$ cat src/rtl/wb_stage.sv
// Write-back stage: MEM/WB pipeline register, write-back select, register-file
// write port, forwarding taps and a retired-instruction counter.
module wb_stage #(
  parameter int DATA_W = 192,
  parameter int REG_W  = 4,
  parameter int CNT_W  = 32
) (
  input  logic              clk,
  input  logic              rst,
  input  logic              valid_in,
  input  logic              stall,
  input  logic              flush,
  input  logic [3:0]        mem,
  input  logic              wb_en_in,
  input  logic [REG_W-1:0]  rd_in,
  input  logic [DATA_W-1:0] data_out,
  input  logic [DATA_W-1:0] mux_out,
  output logic              wb_valid,
  output logic              wb_we,
  output logic [REG_W-1:0]  wb_rd,
  output logic [DATA_W-1:0] wb_data,
  output logic              fwd_valid,
  output logic [REG_W-1:0]  fwd_rd,
  output logic [DATA_W-1:0] fwd_data,
  output logic [CNT_W-1:0]  retired
);

  localparam logic [3:0] MEM_LOAD  = 4'b1000;
  localparam logic [3:0] MEM_STORE = 4'b1001;

  // Loads write back memory data; everything else writes back the ALU/sum result.
  function automatic logic [DATA_W-1:0] wb_select(input logic [3:0]        m,
                                                  input logic [DATA_W-1:0] ld,
                                                  input logic [DATA_W-1:0] alu);
    return (m == MEM_LOAD) ? ld : alu;
  endfunction

  logic              vld_p0;
  logic              we_p0;
  logic [REG_W-1:0]  rd_p0;
  logic [DATA_W-1:0] data_p0;

  logic              vld_p1;
  logic              we_p1;
  logic [REG_W-1:0]  rd_p1;
  logic [DATA_W-1:0] data_p1;
  logic [CNT_W-1:0]  cnt_p1;

  logic              capture;

  // Stage p0: decode MEM control and form the candidate write-back entry
  always_comb begin
    vld_p0  = valid_in;
    we_p0   = valid_in & wb_en_in & (mem != MEM_STORE);
    rd_p0   = rd_in;
    data_p0 = wb_select(mem, data_out, mux_out);
    capture = ~flush & ~stall;
  end

  // Stage p1: MEM/WB register, priority rst > flush > stall > capture
  always_ff @(posedge clk) begin
    if (rst) begin
      vld_p1  <= 1'b0;
      we_p1   <= 1'b0;
      rd_p1   <= '0;
      data_p1 <= '0;
    end else if (flush) begin
      vld_p1  <= 1'b0;
      we_p1   <= 1'b0;
    end else if (!stall) begin
      vld_p1  <= vld_p0;
      we_p1   <= we_p0;
      rd_p1   <= rd_p0;
      data_p1 <= data_p0;
    end
  end

  // Retired counter: one per valid instruction captured, wrapping silently
  always_ff @(posedge clk) begin
    if (rst) begin
      cnt_p1 <= '0;
    end else if (capture && vld_p0) begin
      cnt_p1 <= cnt_p1 + {{(CNT_W-1){1'b0}}, 1'b1};
    end
  end

  assign wb_valid  = vld_p1;
  assign wb_we     = we_p1;
  assign wb_rd     = rd_p1;
  assign wb_data   = data_p1;
  assign fwd_valid = we_p1;
  assign fwd_rd    = rd_p1;
  assign fwd_data  = data_p1;
  assign retired   = cnt_p1;

endmodule

$ cat config.mk
export PLATFORM = sky130hd
export DESIGN_NAME = wb_stage
export DESIGN_NICKNAME = d
export VERILOG_FILES = /design/src/rtl/wb_stage.sv
export SDC_FILE = /design/constraint.sdc
export NUM_CORES = 1
export LEC_CHECK = 0
export ABC_AREA = 0
export BUFFER_PORTS_ARGS = -buffer_cell sky130_fd_sc_hd__buf_4
export CAP_MARGIN = 10
export CORE_AREA = 2 2 322 324
export CTS_BUF_LIST = sky130_fd_sc_hd__clkbuf_16
export CTS_CLUSTER_DIAMETER = 50
export DETAILED_ROUTE_END_ITERATION = 16
export DIE_AREA = 0 0 324 326
export PLACE_DENSITY_LB_ADDON = 0.25
export SLEW_MARGIN = 20
export SYNTH_ARGS = -nofsm -noshare
export SYNTH_HDL_FRONTEND = slang
export SYNTH_SLANG_ARGS = --single-unit
$ cat constraint.sdc
create_clock -name clk -period 2.46 [get_ports clk]
set_input_delay 0.492 -clock clk [delete_from_list [all_inputs] [get_ports clk]]
set_output_delay 0.492 -clock clk [all_outputs]
set_load 0.03 [all_outputs]
==> results.yml <==
yosys:
  ys_seq_elements: 230
  syn_nets: 1666
  synth.area.top_cells: "dfxtp_1 (40%), mux2i_1 (17%), buf_4 (13%)"
  seq_area_frac_synth_pct: 39.6
  syn_area_per_cell_um2: 9.17
  synth.distinct_cells: 37
  ys_warn_count: 0
  syn_area_um2: 11600
  yosys.area.top_type: "dfxtp_1"
  synth_top_area_share_pct: 39.6
  syn_inst: 1267
critical_path:
  crit_arrival_ns: 2.64
  r2r_end: "retired[18]$_SDFFE_PP0P_"
  worst-r2r-cell-count: 6
  max_stage_delay_ns: 0.51
  end_kind: "flip-flop"
  cp-start-kind: "flip-flop"
  path_delay_family: "simple AND/OR/NAND/NOR gates"
  cp-startpoint: "retired[1]$_SDFFE_PP0P_"
  r2r_start: "retired[1]$_SDFFE_PP0P_"
  path_max_fanout: 18
  slowest_stage: "or4_1"
  worst-path-buf-inv: 1
  reg2reg_slack_ns: 0.32
  cp.required_ns: 2.96
  crit_chain: "ha_1 > nand2_1 > or3_1 > buf_4 > or4_1 > a21oi_1"
  worst-path-stages: 6
  crit_type: "reg2reg"
sta:
  fin_crit_sh_pct: 86.9
  fin_setup_tns_ns: 0
  report.final.slew_viol_count: 0
  period_needed_ns: 2.14
  hold_viol_final: 0
  timing.final.ws_setup_ns: 0.323
  final-setup-viol-count: 0
  fin_skew_ns: 0.00807
  worst_pin_slew_ns: 0.546
  rsz0062_at_grt: "false"
  slew_headroom_pct: 63.6
  max_freq_ghz: 0.468
global_routing:
  grt_pass1_wl_um: 80500
  grt_start_max_net_pins: 75
  antenna_found_initial: 0
  overflow: 0
  grt_pass1_vias: 11500
  gr-usage-all-layers_pct: 10.5
power:
  power_density_nw_per_um2: 659
  vdd_drop_max_mv: 0.396
  leakage_uw: 0.00828
  p_total_uw: 13000
cells_and_area:
  multi_input_area_um2: 5140
  final_common_cell: "buf_4"
  n_antenna_cell: 0
  nFillCells: 11500
  drive_gt1_share_pct: 50.5
  seqCellArea_um2: 4600
  final_cell_mix: "buf_4 (886), dfxtp_1 (230), nor2_1 (208)"
  synthToLayoutAreaGrowth_pct: 70.2
  finalNetCount: 2314
run_status:
  status: "finished clean"
routing:
  wirelength_um: 58400
  ant_nets: 0
  drt-wirelength-per-cell_um: 17.6
  routed_via_density: 3.39
  drt-pass1-iter-count: 4
  drcViolationCount: 0
  drt_iter0_markers: 344
  vias: 11300
clocking:
  hold_buffers: 0
  cts_setup_buffers: 0
  cts_resized: 0
  clockRootBuffer: "clkbuf_16"
  cts_max_level: 2
  cts.sinks: 230
  insertion_delay_ns: 0.58
  clk_pin_slew_ns: 0.05
  cts_max_path_buffers: 3
  cts_tree: "built"
  numCtsBuffers: 42
floorplan:
  design.die.area_um2: 106000
  die_w_um: 324
  core_um2: 103000
  start_util_pct: 11.3
  fp.dieH_um: 326
  fp-row-count: 118
  ios: 825
min_path:
  hold_path_end: "wb_valid$_SDFFE_PP0N_"
  hold_path_class: "in2reg"
  min_from: "flush"
  hold_path_depth: 2
placement:
  place_ws_ns: 0.0841
  hpwlAfterDp_um: 48600
  io_buffers: 824
  gp_congestion: 0.759
run:
  drv_cap: 0
[worst max-delay path by stage]
stage | to | slack (ns)
after floorplan | retired[31]$_SDFFE_PP0P_ | 0.23
after global placement | retired[31]$_SDFFE_PP0P_ | 0.08
after detailed placement | retired[31]$_SDFFE_PP0P_ | 0.08
after CTS | retired[18]$_SDFFE_PP0P_ | 0.30
after global routing | retired[18]$_SDFFE_PP0P_ | 0.17
final | retired[18]$_SDFFE_PP0P_ | 0.32
[power breakdown]
| group | switching [uW] | leakage, uW | internal (uW) | total [uW] |
|---|---|---|---|---|
| clock | 2190 | 0.000720 | 3770 | 5960 |
| combinational | 1650 | 0.00567 | 1230 | 2870 |
| sequential | 245 | 0.00189 | 3950 | 4200 |
[metrics by stage]
| stage | utilization (%) | cells | area (um2) | hold slack, ns |
|---|---|---|---|---|
| 2_1_floorplan | - | 1267 | 11600 | 0.592 |
| 3_3_place_gp | 17.9 | 3251 | 18300 | 0.489 |
| 3_5_place_dp | 17.9 | 3251 | 18300 | 0.490 |
| 4_1_cts | 19.3 | 3325 | 19800 | 0.0983 |
| 5_1_grt | 19.3 | 3325 | 19800 | 0.118 |
| 6_report | 19.3 | 3325 | 19800 | 0.170 |
[sequential cells by signal, indices dropped and copies added, names as in the netlist]
signal     cells
fwd_data     192
retired       32
fwd_rd         4
fwd_valid      1
wb_valid       1
[synth_stat cells (all sizes together)]
cell / number
nor4b: 1
a211oi: 192
nor4: 5
mux2i: 192
nand4bb: 2
o31ai: 10
inv: 3
mux2: 5
or3b: 1
a21oi: 21
nand4: 8
nor3b: 1
ha: 1
nand2: 25
or3: 7
nand3: 7
nor3: 9
or4: 15
o21ai: 5
clkbuf: 68
or2: 4
and4: 3
dfxtp: 230
xnor2: 8
a32oi: 1
nor2: 209
nor2b: 6
buf: 225
xor2: 3
[cell type report]
type / count / area share [%]
Timing Repair Buffer: 897 / 34.7
Multi-Input combinational cell: 741 / 26.0
Sequential cell: 230 / 23.3
Tap cell: 1380 / 8.73
Clock buffer: 42 / 5.31
Clock inverter: 32 / 1.90
Inverter: 3 / 0.0569
[routing by layer]
metal | up-vias | share of wire [%] | global-route usage, %
met3 | 46 | 9.4 | 4.04
met4 | 0 | 1.6 | 2.41
li1 | 5646 | - | -
met1 | 5103 | 41 | 12.3
met5 | - | 0 | 0
met2 | 471 | 48 | 17.8
[cells by family after synthesis]
| kind of cell | synth area share (%) |
|---|---|
| and+or+nand+nor | 11.9 |
| muxes | 17.0 |
| DFF | 39.6 |
| buffers and inverters | 16.2 |
| adders and majority gates | 0.108 |
| xor gates and xnor gates | 0.829 |
| AOI/OAI and AO/OA | 14.2 |
Note: power is estimated with default switching activity, not from simulation.
